$ cat config.mk
export PLATFORM = sky130hd
export DESIGN_NAME = bus_timer
export DESIGN_NICKNAME = d
export VERILOG_FILES = /design/src/rtl/bus_timer_pkg.sv /design/src/rtl/timer_prescaler.sv /design/src/rtl/bus_timer.sv
export SDC_FILE = /design/constraint.sdc
export NUM_CORES = 1
export LEC_CHECK = 0
export CORE_MARGIN = 2
export CORE_UTILIZATION = 50
export CTS_CLUSTER_SIZE = 40
export DETAILED_ROUTE_END_ITERATION = 8
export PLACE_DENSITY = 0.81
export SLEW_MARGIN = 20
export SYNTH_ARGS = -nofsm -noshare
export SYNTH_HDL_FRONTEND = slang
export SYNTH_HIERARCHICAL = 1
export SYNTH_SLANG_ARGS = --single-unit
$ cat constraint.sdc
create_clock -name clock -period 4.5 [get_ports clock]
set_input_delay 1.35 -clock clock [delete_from_list [all_inputs] [get_ports clock]]
set_output_delay 1.35 -clock clock [all_outputs]
set_load 0.005 [all_outputs]
$ cat src/rtl/bus_timer_pkg.sv
// Shared constants for the bus_timer register window: offsets, bit positions, reset values.
package bus_timer_pkg;

  localparam logic [2:0] OffCtrl     = 3'd0;
  localparam logic [2:0] OffPrescale = 3'd1;
  localparam logic [2:0] OffCount    = 3'd2;
  localparam logic [2:0] OffCompare  = 3'd3;
  localparam logic [2:0] OffStatus   = 3'd4;

  localparam int unsigned CtrlEnBit      = 0;
  localparam int unsigned CtrlIrqEnBit   = 1;
  localparam int unsigned StatusMatchBit = 0;
  localparam int unsigned StatusOvfBit   = 1;

  localparam logic [31:0] CompareRstVal = 32'hFFFF_FFFF;

endpackage

$ cat src/rtl/timer_prescaler.sv
// Prescaler for bus_timer: pulses tick once every (limit+1) enabled cycles.
module timer_prescaler #(
  parameter int unsigned Width = 16
) (
  input  logic             clock,
  input  logic             reset,
  input  logic             enable,
  input  logic             clear,
  input  logic [Width-1:0] limit,
  output logic             tick
);

  logic [Width-1:0] cnt_q, cnt_d;

  always_comb begin
    tick  = enable && (cnt_q == limit);
    cnt_d = cnt_q;
    if (clear || tick) begin
      cnt_d = '0;
    end else if (enable) begin
      cnt_d = cnt_q + Width'(1);
    end
  end

  always_ff @(posedge clock) begin
    if (reset) begin
      cnt_q <= '0;
    end else begin
      cnt_q <= cnt_d;
    end
  end

endmodule

$ cat src/rtl/bus_timer.sv
// Memory-mapped timer with prescaler, compare match and overflow flags.
// Define BUS_TIMER_AUTO_RELOAD_EN for periodic mode (COUNT reloads to 0 on a match tick).
module bus_timer
  import bus_timer_pkg::*;
#(
  parameter logic [31:0] BASE_ADDR  = 32'h0001_0000,
  parameter int unsigned PRESCALE_W = 16
) (
  input  logic        clock,
  input  logic        reset,
  input  logic [31:0] bus_address,
  input  logic [31:0] bus_write_data,
  input  logic        bus_write,
  input  logic        bus_read,
  output logic [31:0] bus_read_data,
  output logic        irq
);

  logic                  en_q, en_d, irq_en_q, irq_en_d;
  logic [PRESCALE_W-1:0] prescale_q, prescale_d;
  logic [31:0]           count_q, count_d, compare_q, compare_d;
  logic                  match_q, match_d, ovf_q, ovf_d;

  logic       sel, tick, match_hit, ovf_hit;
  logic [2:0] off;
  logic       wr_ctrl, wr_prescale, wr_count, wr_compare, wr_status;
  logic       unused_addr;

  assign unused_addr = ^bus_address[1:0];

  always_comb begin
    sel         = (bus_address[31:5] == BASE_ADDR[31:5]);
    off         = bus_address[4:2];
    wr_ctrl     = sel && bus_write && (off == OffCtrl);
    wr_prescale = sel && bus_write && (off == OffPrescale);
    wr_count    = sel && bus_write && (off == OffCount);
    wr_compare  = sel && bus_write && (off == OffCompare);
    wr_status   = sel && bus_write && (off == OffStatus);
  end

  timer_prescaler #(
    .Width(PRESCALE_W)
  ) u_prescaler (
    .clock (clock),
    .reset (reset),
    .enable(en_q),
    .clear (wr_count || wr_prescale),
    .limit (prescale_q),
    .tick  (tick)
  );

  always_comb begin
    match_hit = tick && (count_q == compare_q);
    ovf_hit   = tick && (count_q == 32'hFFFF_FFFF);

    en_d       = wr_ctrl ? bus_write_data[CtrlEnBit]    : en_q;
    irq_en_d   = wr_ctrl ? bus_write_data[CtrlIrqEnBit] : irq_en_q;
    prescale_d = wr_prescale ? bus_write_data[PRESCALE_W-1:0] : prescale_q;
    compare_d  = wr_compare ? bus_write_data : compare_q;

    // A bus store to COUNT overrides the tick increment.
    count_d = count_q;
    if (wr_count) begin
      count_d = bus_write_data;
    end else if (tick) begin
`ifdef BUS_TIMER_AUTO_RELOAD_EN
      count_d = match_hit ? 32'd0 : count_q + 32'd1;
`else
      count_d = count_q + 32'd1;
`endif
    end

    // Hardware set wins over a same-cycle write-1-to-clear.
    match_d = (match_q && !(wr_status && bus_write_data[StatusMatchBit])) || match_hit;
    ovf_d   = (ovf_q && !(wr_status && bus_write_data[StatusOvfBit])) || ovf_hit;
  end

  always_ff @(posedge clock) begin
    if (reset) begin
      en_q       <= 1'b0;
      irq_en_q   <= 1'b0;
      prescale_q <= '0;
      count_q    <= 32'd0;
      compare_q  <= CompareRstVal;
      match_q    <= 1'b0;
      ovf_q      <= 1'b0;
    end else begin
      en_q       <= en_d;
      irq_en_q   <= irq_en_d;
      prescale_q <= prescale_d;
      count_q    <= count_d;
      compare_q  <= compare_d;
      match_q    <= match_d;
      ovf_q      <= ovf_d;
    end
  end

  // Zero when not addressed so several responders can be OR-combined.
  always_comb begin
    bus_read_data = 32'd0;
    if (sel && bus_read) begin
      case (off)
        OffCtrl: begin
          bus_read_data[CtrlEnBit]    = en_q;
          bus_read_data[CtrlIrqEnBit] = irq_en_q;
        end
        OffPrescale: bus_read_data = 32'(prescale_q);
        OffCount:    bus_read_data = count_q;
        OffCompare:  bus_read_data = compare_q;
        OffStatus: begin
          bus_read_data[StatusMatchBit] = match_q;
          bus_read_data[StatusOvfBit]   = ovf_q;
        end
        default:     bus_read_data = 32'd0;
      endcase
    end
  end

  assign irq = match_q && irq_en_q;

endmodule

==> results.tsv <==
stage	metric	value	unit
status	status	finished clean	
die	coreArea	0.0114	mm2
layout	nFillCells	951	
power	p_per_area	243	mW/mm2
setup_path	path_max_fanout	12	
setup_path	start_kind	input pin	
timing	setup_viol	0	
layout	area_delta_synth_final	24.8	%
synthesis	synth.area.mux_share	6.67	%
timing	drv_slew	0	
power	p_int	1.35	mW
setup_path	rr_startpoint	u_prescaler/cnt_q[0]	
setup_path	worstRegToRegCells	10	
die	die_y	112	um
setup_path	cpPeakStageDelay	450	ps
layout	design_area	0.00728	mm2
die	io_pins	101	
synthesis	async_flop_share	0	%
placed_design	gp_congestion	0.910	
layout	antenna_cells	0	
cts	tritoncts	built	
synthesis	synth_top_area_share	34.3	%
global_routing	grt_pass1_wl	26400	um
setup_path	cp-startpoint	bus_address[29]	
routing	via_count	5572	
synthesis	ys_top_cells_by_count	nor2_1 (124), dfxtp_1 (100), xnor2_1 (59), nor3_1 (41), clkbuf_1 (37)	
global_routing	grt_antenna_before_repair	0	
power	p_clk_share	41.3	%
power	leakagePower	2.50	nW
power	power_frac_comb	8.6	%
timing	finalHoldViolCount	0	
die	core.rowCount	39	
cts	cts_buffer_depth	2	
setup_path	cp_slowest_cell	clkdlybuf4s50_1	
timing	layout_min_cycle_time	4440	ps
synthesis	synth_area_leader_cell	dfxtp_1	
routing	wire_per_inst	17.8	um
setup_path	crit_arrival	3090	ps
timing	clock_skew	8.39	ps
cts	cts_made_buffers	9	
synthesis	synth_nets	767	
cts	cts.hold.buffers_added	0	
timing	fmax	0.225	GHz
cts	clkLatencyLatePin	340	ps
min_path	min_path_type	flip-flop to flip-flop	
synthesis	synth_top_family_by_area	simple AND/OR/NAND/NOR gates	
routing	drc	0	
cts	h-tree-depth	3	
setup_path	critPathRequiredTime	3150	ps
timing	rsz0062_at_grt	yes	
setup_path	critPathKind	input pin to output port	
global_routing	grt_pass1_vias	5364	
synthesis	synth_flop_cell	dfxtp_1	
layout	drive_above_1_share	12.8	%
power	vdd_drop_max	0.147	mV
routing	drt_wl_total	16400	um
global_routing	grt_overflow_total	0	
synthesis	netlist_instances	697	
setup_path	r2r_end	count_q[28]	
synthesis	synth_fa_ha_area_share	0.429	%
routing	firstDrtPassIters	5	
timing	worst_pin_slew	958	ps
setup_path	ff2ff_setup_slack	1400	ps
routing	drt-vias-per-instance	6.04	
setup_path	worstPathCellList	clkdlybuf4s50_1, nor4_4, nand4_4, nor2_2, nand4_1, buf_6, buf_8, nor2_2, clkdlybuf4s15_1	
global_routing	grt_max_degree	91	
synthesis	synth_area_leaders	dfxtp_1 (34%), xnor2_1 (8.9%), nor2_1 (8.0%)	
setup_path	end_kind	output port	
synthesis	synth-seq-area-share	34.3	%
power	total_power	1.77	mW
timing	slew-limit-headroom	36.1	%
cts	clk_pin_slew_worst_paths	70	ps
placed_design	placed_area	0.00697	mm2
synthesis	synth_edf_count	0	
setup_path	cpMostUsedCell	nor2_2	
flow_run	drv_cap	0	
synthesis	post-synth-top-count-cell	nor2_1	
power	swShare	23.5	%
die	start_util	51.1	%
synthesis	syn-cell-area	0.00583	mm2
power	switching_power	415	uW
setup_path	critPathCapture	bus_read_data[16]	
cts	clkSinkCount	100	
layout	final_cells	923	
synthesis	synthXorXnorAreaFrac	14.1	%
global_routing	grt_usage	25.9	%
die	die-area	0.0125	mm2
synthesis	synth.yosys.warnings	6	
synthesis	ys_types	45	
synthesis	synth-seq-cells	100	
synthesis	syn_avg_cell_area	8.37	um2
synthesis	synth-simple-area-share	27.9	%
cts	root_buffer	clkbuf_16	
layout	final_nets	846	
routing	postRouteAntennaNets	0	
power	power_frac_seq	50.0	%
placed_design	dp_cells	905	
placed_design	port_buffers	98	
synthesis	synth_compound_area_share	12.1	%
die	fp.dieW	112	um
timing	min_period_over_period	98.6	%
routing	first_iter_violations	490	
placed_design	hpwl	11600	um
-- area by class of cell --
type | instances | area, um2 | area share [%]
well taps | 143 | 179 | 2.46
clock buffers | 10 | 239 | 3.28
clock inverters | 5 | 37.5 | 0.516
inverters | 3 | 11.3 | 0.155
multi-input cells | 537 | 3610 | 49.6
repair buffers | 125 | 1200 | 16.5
flip-flops and latches | 100 | 2000 | 27.5
-- registers in the layout, summed over array words and instances, names as in the netlist --
signal             flops
ovf_q                  1
irq_en_q               1
prescale_q            16
count_q               32
compare_q             32
u_prescaler/cnt_q     16
en_q                   1
match_q                1
-- worst max-delay path, delay by kind of cell --
kind / cells / cell delay (ps)
buffers and inverters: 4 / 980
AND/OR/NAND/NOR: 5 / 750
-- layout by cell type, fill, tap and decap left out, types with 2 or more instances in the layout --
cell	count
nor2_1	118
dfxtp_1	100
xnor2_1	59
clkdlybuf4s50_1	51
nor3_1	41
xor2_1	35
a21oi_1	33
a211oi_1	32
a22oi_1	31
nand4_1	28
mux2i_1	22
buf_4	20
nand2_1	19
nor4_1	19
nand3_1	17
dlygate4sd2_1	16
mux2_2	15
clkdlybuf4s15_1	12
nor4_2	11
and3_1	11
clkbuf_2	10
clkbuf_16	9
dlymetal6s2s_1	7
nor2_2	6
nor4_4	5
and2_1	4
o21ai_0	4
and4_1	4
buf_12	4
inv_1	3
buf_6	3
nor2b_1	2
and4_2	2
nand4_2	2
ha_1	2
clkinvlp_4	2
-- metrics by stage --
stage / hold WS, ps / util [%] / setup TNS (ps) / worst slack [ps]
floorplan: 438 / - / 0 / 603
global placement: 474 / 61.1 / -9610 / -325
detailed placement: 492 / 61.1 / -11430 / -390
CTS: 498 / 63.5 / 0 / 1.84
global route: 563 / 63.8 / -3.94 / -1.83
finish: 508 / 63.8 / 0 / 62.8
-- layer usage --
layer	share of wire [%]	wire [um]	vias to the layer above	GRT usage, %
met5	0	0	-	0
met4	2.9	470	0	11.1
met3	5.8	947	36	4.00
met2	48	7840	213	42.5
met1	44	7160	2662	34.0
li1	-	-	2661	-
-- worst min path at each step --
stage | slack, ps | startpoint | depth (start not counted) | endpoint
after floorplan | 440 | ovf_q | 2 | ovf_q
after global placement | 470 | ovf_q | 2 | ovf_q
after detailed placement | 490 | ovf_q | 2 | ovf_q
after CTS | 500 | ovf_q | 2 | ovf_q
after global routing | 560 | irq_en_q | 2 | irq_en_q
final | 510 | ovf_q | 2 | ovf_q
-- kinds of logic (layout without fill, tap and decap cells) --
group | count (synthesis) | after routing
buffers and inverters | 60 | 143
AND/OR/NAND/NOR | 298 | 298
multiplexers | 37 | 37
flip-flops | 100 | 100
XOR/XNOR | 94 | 94
adder cells (fa/ha/maj) | 2 | 2
AO/OA/AOI/OAI | 106 | 106
-- timing repair --
action / in CTS / in global routing
resized for setup: 49 / 47
buffers inserted: 2 / 0
pin swaps: 7 / 7
endpoints found under the setup margin: 32 / 31
cloned: 1 / 0
-- power groups by stage --
stage	combinational (mW)	clock, mW	sequential [mW]
floorplan	0.0584	0	0.905
global placement	0.149	0	0.905
detailed placement	0.152	0	0.905
CTS	0.151	0.734	0.884
global route	0.163	0.775	0.884
finish	0.153	0.731	0.884
No activity file was read; power rests on OpenSTA's default activity.
==> variant 1: new RTL, same flow settings <==
Add an input register stage for `bus_address`, `bus_write_data`, `bus_write` and `bus_read`, without a reset; this delays them by one clock.
--- a/src/rtl/bus_timer.sv
+++ b/src/rtl/bus_timer.sv
@@ -16,6 +16,18 @@
   output logic        irq
 );
 
+  logic [31:0] bus_address_q;
+  logic [31:0] bus_write_data_q;
+  logic bus_write_q;
+  logic bus_read_q;
+
+  always_ff @(posedge clock) begin
+    bus_address_q    <= bus_address;
+    bus_write_data_q <= bus_write_data;
+    bus_write_q      <= bus_write;
+    bus_read_q       <= bus_read;
+  end
+
   logic                  en_q, en_d, irq_en_q, irq_en_d;
   logic [PRESCALE_W-1:0] prescale_q, prescale_d;
   logic [31:0]           count_q, count_d, compare_q, compare_d;
@@ -26,16 +38,16 @@
   logic       wr_ctrl, wr_prescale, wr_count, wr_compare, wr_status;
   logic       unused_addr;
 
-  assign unused_addr = ^bus_address[1:0];
+  assign unused_addr = ^bus_address_q[1:0];
 
   always_comb begin
-    sel         = (bus_address[31:5] == BASE_ADDR[31:5]);
-    off         = bus_address[4:2];
-    wr_ctrl     = sel && bus_write && (off == OffCtrl);
-    wr_prescale = sel && bus_write && (off == OffPrescale);
-    wr_count    = sel && bus_write && (off == OffCount);
-    wr_compare  = sel && bus_write && (off == OffCompare);
-    wr_status   = sel && bus_write && (off == OffStatus);
+    sel         = (bus_address_q[31:5] == BASE_ADDR[31:5]);
+    off         = bus_address_q[4:2];
+    wr_ctrl     = sel && bus_write_q && (off == OffCtrl);
+    wr_prescale = sel && bus_write_q && (off == OffPrescale);
+    wr_count    = sel && bus_write_q && (off == OffCount);
+    wr_compare  = sel && bus_write_q && (off == OffCompare);
+    wr_status   = sel && bus_write_q && (off == OffStatus);
   end
 
   timer_prescaler #(
@@ -53,15 +65,15 @@
     match_hit = tick && (count_q == compare_q);
     ovf_hit   = tick && (count_q == 32'hFFFF_FFFF);
 
-    en_d       = wr_ctrl ? bus_write_data[CtrlEnBit]    : en_q;
-    irq_en_d   = wr_ctrl ? bus_write_data[CtrlIrqEnBit] : irq_en_q;
-    prescale_d = wr_prescale ? bus_write_data[PRESCALE_W-1:0] : prescale_q;
-    compare_d  = wr_compare ? bus_write_data : compare_q;
+    en_d       = wr_ctrl ? bus_write_data_q[CtrlEnBit]    : en_q;
+    irq_en_d   = wr_ctrl ? bus_write_data_q[CtrlIrqEnBit] : irq_en_q;
+    prescale_d = wr_prescale ? bus_write_data_q[PRESCALE_W-1:0] : prescale_q;
+    compare_d  = wr_compare ? bus_write_data_q : compare_q;
 
     // A bus store to COUNT overrides the tick increment.
     count_d = count_q;
     if (wr_count) begin
-      count_d = bus_write_data;
+      count_d = bus_write_data_q;
     end else if (tick) begin
 `ifdef BUS_TIMER_AUTO_RELOAD_EN
       count_d = match_hit ? 32'd0 : count_q + 32'd1;
@@ -71,8 +83,8 @@
     end
 
     // Hardware set wins over a same-cycle write-1-to-clear.
-    match_d = (match_q && !(wr_status && bus_write_data[StatusMatchBit])) || match_hit;
-    ovf_d   = (ovf_q && !(wr_status && bus_write_data[StatusOvfBit])) || ovf_hit;
+    match_d = (match_q && !(wr_status && bus_write_data_q[StatusMatchBit])) || match_hit;
+    ovf_d   = (ovf_q && !(wr_status && bus_write_data_q[StatusOvfBit])) || ovf_hit;
   end
 
   always_ff @(posedge clock) begin
@@ -98,7 +110,7 @@
   // Zero when not addressed so several responders can be OR-combined.
   always_comb begin
     bus_read_data = 32'd0;
-    if (sel && bus_read) begin
+    if (sel && bus_read_q) begin
       case (off)
         OffCtrl: begin
           bus_read_data[CtrlEnBit]    = en_q;
Behaviour: not the same (a bounded check fails within 4 cycles, from zero or initial values and one cycle with reset high).
==> variant 1 against the unedited design <==
Global-route usage down 2.2 points. Register-to-register slack better by 100 ps. Design area up 20%. Routed wire length up 4.3%. Power up 78%. Sequential share of layout area up 10 points. Synthesized cell count up 8.2%. Setup slack better by 280 ps. Synthesized area up 21%. Sequential cell count up 64. Critical endpoint is now bus_read_data[3]. Highest routed layer unchanged.
==> variant 1: results (changes against the unedited design) <==
stage,metric,value,unit,change
status,outcome,"finished, final reports clean",,
logic_synthesis,seq_area_frac_synth,0.465,,+0.122
finish,fillers,1092,,+15%
logic_synthesis,syn-num-nets,824,,+7.4%
setup_path,r2r_setup_slack,1500,ps,+100 ps
setup_path,crit_path_start,bus_address_q[10],,
global_route,grt_max_degree,96,,+5.5%
placement,placed_cells,984,,+8.7%
power,p_comb_frac,0.039,,-0.047
drt,wirelength,17100,um,+4.3%
power,p_leak,2.96,nW,+18%
hold_path,min_from,bus_write_data_q[26],,
global_route,grt_pass1_vias,5482,,+2.2%
global_route,use_met1,0.296,,-0.0439
setup_path,endpoint,bus_read_data[3],,
setup_path,r2r-start,bus_address_q[3],,
logic_synthesis,synth_compound_area_frac,0.0999,,-0.0210
placement,gp_congestion,0.900,,-1.1%
cts,h-tree-depth,4,,+1
power,switching_share,0.203,,-0.0324
logic_synthesis,synthXorXnorAreaFrac,0.117,,-0.0245
cts,cts_resized,0,,-100%
drt,drt_iter0_markers,475,,-3.1%
hold_path,hold_end,count_q[26],,
timing,holdWs,499,ps,-8.92 ps
global_route,gr-usage-met3,0.0525,,+0.0126
-- variant 1: cell types whose count changed after synthesis, moves of 2 or more --
cell and change:
dfxtp_1 +64, and4_1 +3, nand2_1 -3, nor3_1 -3, nor4_1 -3, xnor2_1 -3, xor2_1 +3, buf_1 +2
buf_2 +2, clkbuf_1 +2, nand3_1 +2, nand4_2 -2
-- variant 1: kinds of logic (layout without fill, tap and decap cells) --
group                    after synthesis  count (layout)
AND/OR/NAND/NOR                      287             287
flip-flops                           164             164
AO/OA/AOI/OAI                        106             106
XOR/XNOR                              94              94
buffers and inverters                 64             145
multiplexers                          37              37
adder cells (fa/ha/maj)                2               2
-- variant 1: area by class of cell --
| type | instances | share of cell area |
|---|---|---|
| multi-input combinational | 526 | 0.401 |
| sequential | 164 | 0.376 |
| timing repair buffer | 112 | 0.126 |
| clock buffer | 21 | 0.0527 |
| tap | 180 | 0.0258 |
| clock inverter | 10 | 0.0178 |
| inverter | 2 | 0.000860 |
==> variant 2: new RTL, config.mk and constraints unchanged <==
Without the edit above. `PRESCALE_W`: 16 -> 32.
--- a/src/rtl/bus_timer.sv
+++ b/src/rtl/bus_timer.sv
@@ -4,7 +4,7 @@
   import bus_timer_pkg::*;
 #(
   parameter logic [31:0] BASE_ADDR  = 32'h0001_0000,
-  parameter int unsigned PRESCALE_W = 16
+  parameter int unsigned PRESCALE_W = 32
 ) (
   input  logic        clock,
   input  logic        reset,
Formal check against the unedited RTL: not equivalent (a bounded check fails within 4 cycles, from zero or initial values and one cycle with reset high).
==> variant 2 against the unedited design <==
Design area increased by 29%. Highest routed layer unchanged. Setup slack improved by 26 ps. Synthesized cell count increased by 24%. Sequential power increased by 32%. Synthesized area increased by 32%. Routed wire length increased by 35%. Largest cell class unchanged. Non-clock buffer count increased by 4. Sequential cell count increased by 32. Power increased by 53%.
==> variant 2: results (changes against the unedited design) <==
stage,metric,value,unit,change
status,outcome,"finished, final reports clean",,
global_route,gr-usage-all-layers,0.275,,+0.0167
cts,cts_resized,46,,-6.1%
finish,final_util,0.621,,-0.0166
logic_synthesis,seq_area_frac_synth,0.344,,+0.000511
placement,gp_congestion,0.894,,-1.8%
global_route,grt_max_degree,65,,-29%
setup_path,crit_path_start,bus_address[30],,
hold_path,min_from,irq_en_q,,
finish,fillers,1244,,+31%
power,p_clk_frac,0.507,,+0.094
timing,holdWs,520,ps,+12.0 ps
drt,drt_iter0_markers,759,,+55%
timing,tightest_slew,725,ps,-233 ps
global_route,gr-usage-met3,0.0639,,+0.0239
setup_path,timing.rr.end,count_q[15],,
cts,clkSlewWorstSetupHoldPaths,50,ps,-20 ps
cts,cts_buffers,17,,+8
cts,h-tree-depth,4,,+1
finish,final_nets,1012,,+20%
drt,via_count,6934,,+24%
setup_path,r2r_setup_slack,1280,ps,-120 ps
global_route,grt_pass1_wl,35200,um,+33%
drt,routed-wl-met2,10500,um,+34%
drt,met1_length,9560,um,+33%
drt,wire_per_inst,19.5,um,+9.5%
drt,wl_met3,1760,um,+85%
setup_path,arrival,3060,ps,-30 ps
drt,wirelength,22200,um,+35%
global_route,met2_usage,0.453,,+0.0275
logic_synthesis,synth.distinct_cells,50,,+11%
logic_synthesis,syn_area_per_cell,8.89,um^2,+6.2%
timing,fin_skew,9.17,ps,+0.776 ps
drt,firstDrtPassIters,7,,+2
placement,placed_cells,1108,,+22%
setup_path,endpoint,bus_read_data[7],,
power,switching_share,0.212,,-0.0231
logic_synthesis,synthTopCellsByArea,"dfxtp_1 (34%), xnor2_1 (8.3%), nor2_1 (5.7%)",,
power,p_leak,3.18,nW,+28%
power,p_seq_frac,0.431,,-0.069
power,ir_worst_vdd,0.268,mV,+82%
finish,drive_gt1_frac,0.169,,+0.0407
setup_path,crit_fanout,7,,-5
## variant 2: cell count changes after synthesis, moves of 11 or more
cell	before	now
a211o_1	0	32
nand4_1	28	42
nor3_1	41	8
dfxtp_1	100	132
nor2b_1	2	33
mux2i_1	22	39
xor2_1	35	49
nor4_1	20	35
xnor2_1	59	73
nand3_1	17	28
a21oi_1	34	2
mux2_2	15	30
## variant 2: cells by family after synthesis
logic type	share of synthesized area
mux	0.0976
fa+ha+maj	0.00325
flops	0.344
xor+xnor	0.139
buf+inv	0.0488
compound gates	0.112
simple gates	0.256
## variant 2: final cells by class
class,instances,share of cell area
well taps,188,0.0251
flip-flops and latches,132,0.282
multi-input cells,650,0.507
clock buffers,26,0.0544
inverters,12,0.00481
repair buffers,129,0.119
clock inverters,4,0.00748
## variant 2: worst max-delay path, cell delays in order
cell	delay (ps)
clkdlybuf4s50_1	420
nor4_2	290
nand4_2	180
nor2_2	160
nand4_1	100
buf_6	160
buf_4	160
nor2_1	110
clkbuf_2	130
